`config.mk`:
```
export PLATFORM = sky130hd
export DESIGN_NAME = scan_reg_chain
export DESIGN_NICKNAME = d
export VERILOG_FILES = /design/src/rtl/scan_reg_chain.sv
export SDC_FILE = /design/constraint.sdc
export NUM_CORES = 1
export LEC_CHECK = 0
export CAP_MARGIN = 20
export CORE_ASPECT_RATIO = 1.2
export CORE_MARGIN = 2
export CORE_UTILIZATION = 40
export DETAILED_ROUTE_END_ITERATION = 12
export GPL_TIMING_DRIVEN = 1
export HOLD_SLACK_MARGIN = 0.08
export PLACE_DENSITY_LB_ADDON = 0.15
export SYNTH_ARGS = -nofsm -noshare
export SYNTH_HDL_FRONTEND = slang
export SYNTH_SLANG_ARGS = --single-unit
```
`constraint.sdc`:
```
create_clock -name clk -period 2.4 [get_ports clk]
set_clock_uncertainty 0.2 [all_clocks]
set_input_delay 0.24 -clock clk [delete_from_list [all_inputs] [get_ports clk]]
set_output_delay 0.24 -clock clk [all_outputs]
set_load 0.03 [all_outputs]
```
`src/rtl/scan_reg_chain.sv`:
```
// scan_reg_chain
// Multi-chain scan register with a shadow update register.
//
// WIDTH capture flops are split into CHAINS independent serial chains of
// CHAIN_LEN = WIDTH/CHAINS bits each. Chain c occupies cap[c*L+L-1 : c*L].
// Serial data enters at the chain MSB and moves toward the LSB. The chain
// LSB drives scan_out[c].
//
// Ports:
//   clk        rising-edge clock
//   rst        asynchronous, active-low reset
//   D          functional data in (WIDTH bits)
//   test_mode  0 = functional, 1 = test (scan/capture/update)
//   scan_en    test mode: 1 = shift, 0 = capture
//   scan_in    serial input, one bit per chain
//   update_en  test mode: load shadow Q from the capture flops
//   Q          registered functional/update output
//   scan_out   serial output, one bit per chain (straight from the flops)
//   shift_done one-cycle pulse after each full CHAIN_LEN-bit shift
module scan_reg_chain #(
  parameter int WIDTH  = 8,
  parameter int CHAINS = 2
) (
  input  logic              clk,
  input  logic              rst,
  input  logic [WIDTH-1:0]  D,
  input  logic              test_mode,
  input  logic              scan_en,
  input  logic [CHAINS-1:0] scan_in,
  input  logic              update_en,
  output logic [WIDTH-1:0]  Q,
  output logic [CHAINS-1:0] scan_out,
  output logic              shift_done
);

  localparam int L  = WIDTH / CHAINS;
  localparam int CW = (L > 1) ? $clog2(L) : 1;
  localparam logic [CW-1:0] CNT_LAST = CW'(L - 1);

  logic [WIDTH-1:0] cap_q, cap_d;
  logic [WIDTH-1:0] upd_q, upd_d;
  logic [CW-1:0]    cnt_q, cnt_d;
  logic             done_q, done_d;

  // Every chain moved one position toward its LSB, new bit at its MSB.
  logic [WIDTH-1:0] shift_vec;

  genvar gi;
  generate
    for (gi = 0; gi < CHAINS; gi++) begin : g_chain
      assign shift_vec[gi*L+L-1] = scan_in[gi];
      if (L > 1) begin : g_body
        assign shift_vec[gi*L +: L-1] = cap_q[gi*L+1 +: L-1];
      end
      assign scan_out[gi] = cap_q[gi*L];
    end
  endgenerate

  always_comb begin
    cap_d  = cap_q;
    upd_d  = upd_q;
    cnt_d  = cnt_q;
    done_d = 1'b0;
    if (!test_mode) begin
      upd_d = D;
      cap_d = D;
      cnt_d = '0;
    end else begin
      // Update uses the pre-edge capture value, so it may coincide with
      // shift or capture on the same edge.
      if (update_en) begin
        upd_d = cap_q;
      end
      if (scan_en) begin
        cap_d = shift_vec;
        if (cnt_q == CNT_LAST) begin
          cnt_d  = '0;
          done_d = 1'b1;
        end else begin
          cnt_d = cnt_q + 1'b1;
        end
      end else begin
        // Capture also aborts any partially shifted pattern.
        cap_d = D;
        cnt_d = '0;
      end
    end
  end

  always_ff @(posedge clk or negedge rst) begin
    if (!rst) begin
      cap_q  <= '0;
      upd_q  <= '0;
      cnt_q  <= '0;
      done_q <= 1'b0;
    end else begin
      cap_q  <= cap_d;
      upd_q  <= upd_d;
      cnt_q  <= cnt_d;
      done_q <= done_d;
    end
  end

  assign Q          = upd_q;
  assign shift_done = done_q;

endmodule

```
# After elaboration in Yosys (flattened, before gate mapping)
# Cells that the tools add are included.
# totals
reg_bits	19
in_bits	15
out_inout_bits	11
wordCells	17
# classes
n_addsub	1
eq_ne	2
mux	10
# op_table
op	count
8-bit two-way mux	4
2-bit two-way mux	3
1-bit two-way mux	3
2-bit by 1-bit adder with 2-bit output, second input constant	1
2-bit == test, second input constant	1
2-bit by 1-bit inequality test with 1-bit output, second input constant	1

# Longest topological paths before layout
# Gate-level depths: netlist of the first run.
# logic_depth
word_depth	4
ltp_mapped	4
depth_no_buf	2

# Worst setup path before layout of the first run
# No wires, ideal clock.
# synth_timing
path_kind	register -> register
from	register cnt_q[0]
to	register cnt_q[1]
setup_ns	0.120
t_arrival_ns	0.793
required_time_ns	2.080
slack_ns	1.288
path_stages_with_launch	3
path_buffers	0
period_less_slack_ns	1.112
cell_sequence	dfrtp_1 ha_1 and3_1
# synth_via
elab_chain_cells	4
elab_cells_between_ends	5
classes_between	add/sub (1); eq/ne (1); mux (3)
# synth_rtl
item	line_no	source
from (decl)	42	logic [CW-1:0] cnt_q, cnt_d;
from (signal assigned)	99	cnt_q <= cnt_d;
2-bit by 1-bit adder with 2-bit output or 2-bit == test (tied branches)	80, 76	
2-bit two-way mux *	76	if (cnt_q == CNT_LAST) begin
2-bit two-way mux *	74	if (scan_en) begin
2-bit two-way mux *	64	if (!test_mode) begin
via cnt_d[1]	42	
# The timed path passes the listed nets; every way through them passes the cells marked *.
# A chain may end at the register's enable or synchronous reset.

# Worst setup path after layout of the first run
# layout_timing
from	register upd_q[2], in the netlist Q[2]
to	output port Q[2]
# layout_rtl
item	line_no	source
from (decl)	41	logic [WIDTH-1:0] upd_q, upd_d;
from (signal assigned)	98	upd_q <= upd_d;
to (decl)	31	output logic [WIDTH-1:0] Q,
# No word-level cell between the ends.

==> results of run 1 <==
kinds of logic (layout without fill, tap and decap cells):
| logic type | count (synthesis) | count (layout) | synth area share, % |
|---|---|---|---|
| mux | 16 | 16 | 24.3 |
| compound gates | 8 | 8 | 4.86 |
| flops | 19 | 19 | 57.7 |
| buf+inv | 5 | 31 | 4.70 |
| simple gates | 12 | 12 | 6.98 |
| fa+ha+maj | 1 | 1 | 1.52 |
metal layers:
layer | global-route usage (%) | up-vias
li1 | - | 263
met1 | 15.8 | 249
met2 | 18.3 | 16
met3 | 2.01 | 2
met4 | 5.88 | 0
met5 | 0 | -
path summary, 6_finish.rpt:
path	start	endpoint	slack, ps	cells after the start
setup / recovery	Q[2]	Q[2]	640	1
hold / removal	rst	Q[7]	70	2
setup reg to reg	cnt_q[0]	cnt_q[1]	1230	2
hold reg to reg	cnt_q[0]	cnt_q[0]	250	1
max in group asynchronous	rst	Q[1]	1730	2
min in group clk	cnt_q[0]	cnt_q[0]	250	1
registers in the layout, indices dropped and copies added, names as in the netlist:
register,cells
Q,8
cap_q,8
cnt_q,2
shift_done,1
cell type report:
cell class	instances	area, um2	share of cell area, %
flip-flops and latches	19	475	43.1
multi-input cells	37	310	28.1
repair buffers	27	265	24.1
clock buffers	4	26.3	2.38
well taps	20	25.0	2.27
layout by cell type, fill, tap and decap left out:
cell type        count
clkdlybuf4s50_1     25
dfrtp_1             19
nor2_1               9
mux2_4               8
mux2i_1              8
a21oi_1              8
clkbuf_4             3
and3_1               2
buf_4                2
nand2_4              1
ha_1                 1
clkbuf_1             1
through the flow:
stage / instances / area [um2]
2_1_floorplan: 61 / 825
3_3_place_gp: 103 / 1080
3_5_place_dp: 103 / 1080
4_1_cts: 107 / 1100
5_1_grt: 107 / 1100
6_report: 107 / 1100
report_power, final:
group / internal, W / leakage [nW] / switching [W]
clock: 0.0000644 / 0.0150 / 0.0000886
combinational: 0.0000814 / 0.285 / 0.0000750
sequential: 0.000346 / 0.224 / 0.0000134
total: 0.000492 / 0.524 / 0.000177
==> summary.txt, run 1 <==
Cells and area
  • Diodes inserted: 0
  • Fin util: 55.0%
  • Layout cells sized above 1: 16.1%
  • Fillers: 169
  • P&R area growth vs syn: 33.7%
  • Nets@finish: 104

CTS
  • # hold bufs at CTS: 0
  • Skew-Pair Late Insertion Delay: 280 ps
  • CTS resizes: 0
  • Reg clk slew, reported paths: 100 ps
  • TritonCTS Buffers: 3
  • CTS Root Cell: clkbuf_4
  • Clock Path Buffers: 2
  • TritonCTS clock tree: done
  • Post CTS Setup Buffer Count: 0
  • H-tree depth: 1
  • Sink Count: 19

Synth
  • Syn nets: 77
  • Commonest cells post-synth: dfrtp_1 (19), nor2_1 (9), a21oi_1 (8), mux2_4 (8), mux2i_1 (8)
  • Yosys reg bits: 19
  • Number of synthesized flops with an enable pin: 0
  • Mean post-synth cell area: 13.5 um2
  • Synth unique cells: 11
  • Synth Instances: 61
  • Synth top area cells: dfrtp_1 (58%), mux2_4 (15%), mux2i_1 (9.7%), a21oi_1 (4.9%), nor2_1 (4.1%)
  • Most numerous cell in the Yosys netlist: dfrtp_1
  • Post-synthesis sequential area ratio: 57.7%
  • Synth async-reset ratio: 100%
  • Share of the synthesized area in the top cell type: 57.7%
  • Synth warn: 0
  • Mapped Area: 825 um2
  • Post-synth top area cell: dfrtp_1
  • Post-synth top flop: dfrtp_1

Setup path
  • Setup CP Type: flip-flop to primary output
  • Arrival @ worst endpoint: 1320 ps
  • CP Capture Type: primary output
  • Crit-path slowest cell: clkdlybuf4s50_1
  • Worst stage delay on the critical path: 670 ps
  • CP cell instances: clkdlybuf4s50_1
  • Buf+Inv Stages, Crit Path: 1
  • Critical-path maximum fanout: 2
  • Worst path required time: 1960 ps
  • CP Launch Type: flip-flop
  • Family with the most delay on the worst path: buffers and inverters

Power
  • LEAKAGE: 0.524 nW
  • Peak VDD IR: 0.355 mV
  • Overall Power: 0.000669 W
  • Power Density: 607 nW/um2

Status
  • Status: complete, no violations

Routing
  • Routed wl met3: 80 um
  • DRC: 0
  • DR WL met2: 698 um
  • Drt total wl: 1370 um
  • Via/cell ratio: 4.95
  • DR WL/cell: 12.8 um
  • First-pass DRT Iterations: 2
  • Initial DRC count: 1
  • WL met1: 578 um
  • Via count: 530
  • Antenna viol nets, final: 0
  • DR top layer: met4

Global route
  • Vias in the first global route: 456
  • Global route overflow: 0
  • Initial antenna violation count: 0
  • Global-route wire length before repair: 2040 um
  • Largest net degree at the start of global routing: 20
  • Total GRT Usage: 11.8%

Placed design
  • Gpl congestion: 0.663
  • DP HPWL: 964 um
  • I/O Buffers: 25
  • Pre-CTS setup slack: 685 ps

STA
  • Hold Fails Final Rpt: 0
  • Final setup TNS: 0 ps
  • Final Cycle Share: 73.4%
  • Worst rel slew slack: 66.1%
  • Final Slew Violations: 0
  • Setup ws final: 638 ps
  • RSZ-0062 raised after global routing: no
  • Pin slew with the least headroom to its limit: 507 ps
  • Final setup fails: 0
  • Fmax: 567 MHz
  • Minimum clock period: 1760 ps
  • WHS: 74.7 ps

Floorplanning
  • Die H: 53.7 um
  • Initial Utilization: 41.1%
  • DIE WIDTH: 45.4 um
  • # rows: 18
  • Die Area: 2440 um2
  • Core box area: 2000 um2
  • I/O pins: 26

Run
  • Max-cap violation count: 0

Min path
  • Hold Crit Class: input port to asynchronous set/reset pin
No activity file was read; power rests on OpenSTA's default activity.
==> inputs of run 2 (changes only) <==
- clock period: 2.4 -> 1.6 ns (I/O delays scaled with it)
==> run 2 against run 1 <==
Effect of this change:
- non-clock buffer count grew 2
- total power grew 50%
- clock power grew 59%
- die area is the same
- highest routed layer unchanged
- critical path type unchanged
- register-to-register slack lost 790 ps
- hold slack gained 160 ps
- wire length shrank 4.0%
- largest power group unchanged
- utilization grew 1.0 points
==> summary.txt, run 2 (synthesis results as in run 1) <==
Status
  • Status: complete, no violations (unchanged)

Power
  • Peak VDD IR: 0.506 mV (was 0.355 mV)
  • Power Density: 896 nW/um2 (was 607 nW/um2)
  • LEAKAGE: 0.551 nW (was 0.524 nW)

Placed design
  • Gpl congestion: 0.657 (was 0.663)
  • DP HPWL: 954 um (was 964 um)
  • Placed Area: 1100 um2 (was 1080 um2)
  • Pre-CTS setup slack: 112 ps (was 685 ps)
  • I/O Buffers: 25 (unchanged)

Global route
  • Vias in the first global route: 478 (was 456)
  • Global-route wire length before repair: 2090 um (was 2040 um)
  • Initial antenna violation count: 0 (unchanged)
  • Total GRT Usage: 12.2% (was 11.8%)
  • Global route overflow: 0 (unchanged)
  • Largest net degree at the start of global routing: 20 (unchanged)

CTS
  • TritonCTS clock tree: done (unchanged)
  • Reg clk slew, reported paths: 120 ps (was 100 ps)
  • TritonCTS Buffers: 3 (unchanged)
  • Skew-Pair Late Insertion Delay: 290 ps (was 280 ps)
  • CTS Root Cell: clkbuf_4 (unchanged)
  • Sink Count: 19 (unchanged)
  • Clock Path Buffers: 2 (unchanged)
  • H-tree depth: 1 (unchanged)

Setup path
  • Arrival @ worst endpoint: 1060 ps (was 1320 ps)
  • CP cell instances: dlygate4sd2_1 (was clkdlybuf4s50_1)
  • CP Launch Type: flip-flop (unchanged)
  • Buf+Inv Stages, Crit Path: 1 (unchanged)
  • Family with the most delay on the worst path: buffers and inverters (unchanged)
  • Worst path required time: 1240 ps (was 1960 ps)
  • Worst stage delay on the critical path: 400 ps (was 670 ps)
  • Crit-path slowest cell: dlygate4sd2_1 (was clkdlybuf4s50_1)
  • Critical-path maximum fanout: 2 (unchanged)
  • Setup CP Type: flip-flop to primary output (unchanged)
  • CP Capture Type: primary output (unchanged)

STA
  • Final Slew Violations: 0 (unchanged)
  • Final Cycle Share: 89.0%
  • RSZ-0062 raised after global routing: no (unchanged)
  • Final setup fails: 0 (unchanged)
  • Minimum clock period: 1420 ps
  • Hold Fails Final Rpt: 0 (unchanged)
  • Fmax: 702 MHz
  • Final setup TNS: 0 ps (unchanged)
  • Worst rel slew slack: 79.8% (was 66.1%)
  • Setup ws final: 176 ps (was 638 ps)
  • Pin slew with the least headroom to its limit: 304 ps (was 507 ps)

Floorplanning
  • Die H: 53.7 um (unchanged)
  • # rows: 18 (unchanged)
  • DIE WIDTH: 45.4 um (unchanged)
  • Core box area: 2000 um2 (unchanged)
  • I/O pins: 26 (unchanged)
  • Die Area: 2440 um2 (unchanged)
  • Initial Utilization: 41.1% (unchanged)

Cells and area
  • Final instance area: 1120 um2 (was 1100 um2)
  • Diodes inserted: 0 (unchanged)
  • Commonest non-fill, non-tap cell in the layout: dfrtp_1 (was clkdlybuf4s50_1)
  • P&R area growth vs syn: 36.1% (was 33.7%)
  • Most frequent cells in the layout: dfrtp_1 (19), clkdlybuf4s50_1 (14), dlygate4sd2_1 (11) (was clkdlybuf4s50_1 (25), dfrtp_1 (19), nor2_1 (9))
  • Nets@finish: 106 (was 104)
  • Layout cells sized above 1: 18.0% (was 16.1%)

Routing
  • Via count: 531 (was 530)
  • DRC: 0 (unchanged)
  • Drt total wl: 1310 um (was 1370 um)
  • First-pass DRT Iterations: 4 (was 2)
  • Initial DRC count: 5 (was 1)
  • DR WL/cell: 12.1 um (was 12.8 um)
  • Via/cell ratio: 4.87 (was 4.95)
  • Antenna viol nets, final: 0 (unchanged)

Min path
  • Hold Crit Class: input port to flip-flop (was input port to asynchronous set/reset pin)

Run
  • Max-cap violation count: 0 (unchanged)
[run 2: what timing repair did]
| action | 4_1_cts | 5_1_grt |
|---|---|---|
| endpoints found under the hold margin | 19 | 0 |
| buffers inserted | 0 | 0 |
| setup endpoints to repair | 11 | 0 |
| resized for setup | 11 | 0 |
| hold buffers | 1 | 0 |
[run 2: path summary, 6_finish.rpt]
kind / start / endpoint / slack [ps] / depth (start not counted)
min: D[3] / Q[3] / 240 / 3
max reg2reg: cnt_q[0] / cnt_q[1] / 440 / 2
min in group asynchronous: rst / cnt_q[1] / 520 / 3
min reg2reg: cnt_q[0] / cnt_q[0] / 240 / 1
max in group asynchronous: rst / cap_q[5] / 470 / 3
max: Q[2] / Q[2] / 180 / 1
[run 2: routing by layer]
metal	part of all wire (%)	wire (um)	GRT usage [%]
met1	45	586	14.5
met2	48	631	19.7
met3	6.4	84	2.68
met4	0.91	12	7.35
met5	0	0	0
[run 2: final cells by class]
| class | count | area (um2) |
|---|---|---|
| fillers | 182 | 882 |
| flip-flops and latches | 19 | 475 |
| multi-input cells | 37 | 310 |
| clock inverters | 1 | 7.51 |
| well taps | 20 | 25.0 |
| repair buffers | 29 | 282 |
| clock buffers | 3 | 22.5 |
[run 2: worst register-to-register path: stages (launching register included)]
cell and delay (ps):
dfrtp_1 400, ha_1 290, and3_1 180
[run 2: power breakdown]
part           switching (W)  internal (W)  leakage, nW  total, W
Combinational       0.000113      0.000111        0.313  0.000224
Clock               0.000150     0.0000949       0.0139  0.000244
Sequential         0.0000183      0.000519        0.224  0.000537
Total               0.000281      0.000724        0.551   0.00101
[run 2: metrics by stage]
step	util, %	instances	power (W)	hold slack, ps
after floorplan	-	61	0.000682	-336
after global placement	54.7	104	0.000788	229
after detailed placement	54.7	104	0.000791	226
after CTS	56.0	109	0.00102	233
after global routing	56.0	109	0.00106	260
final	56.0	109	0.00101	238
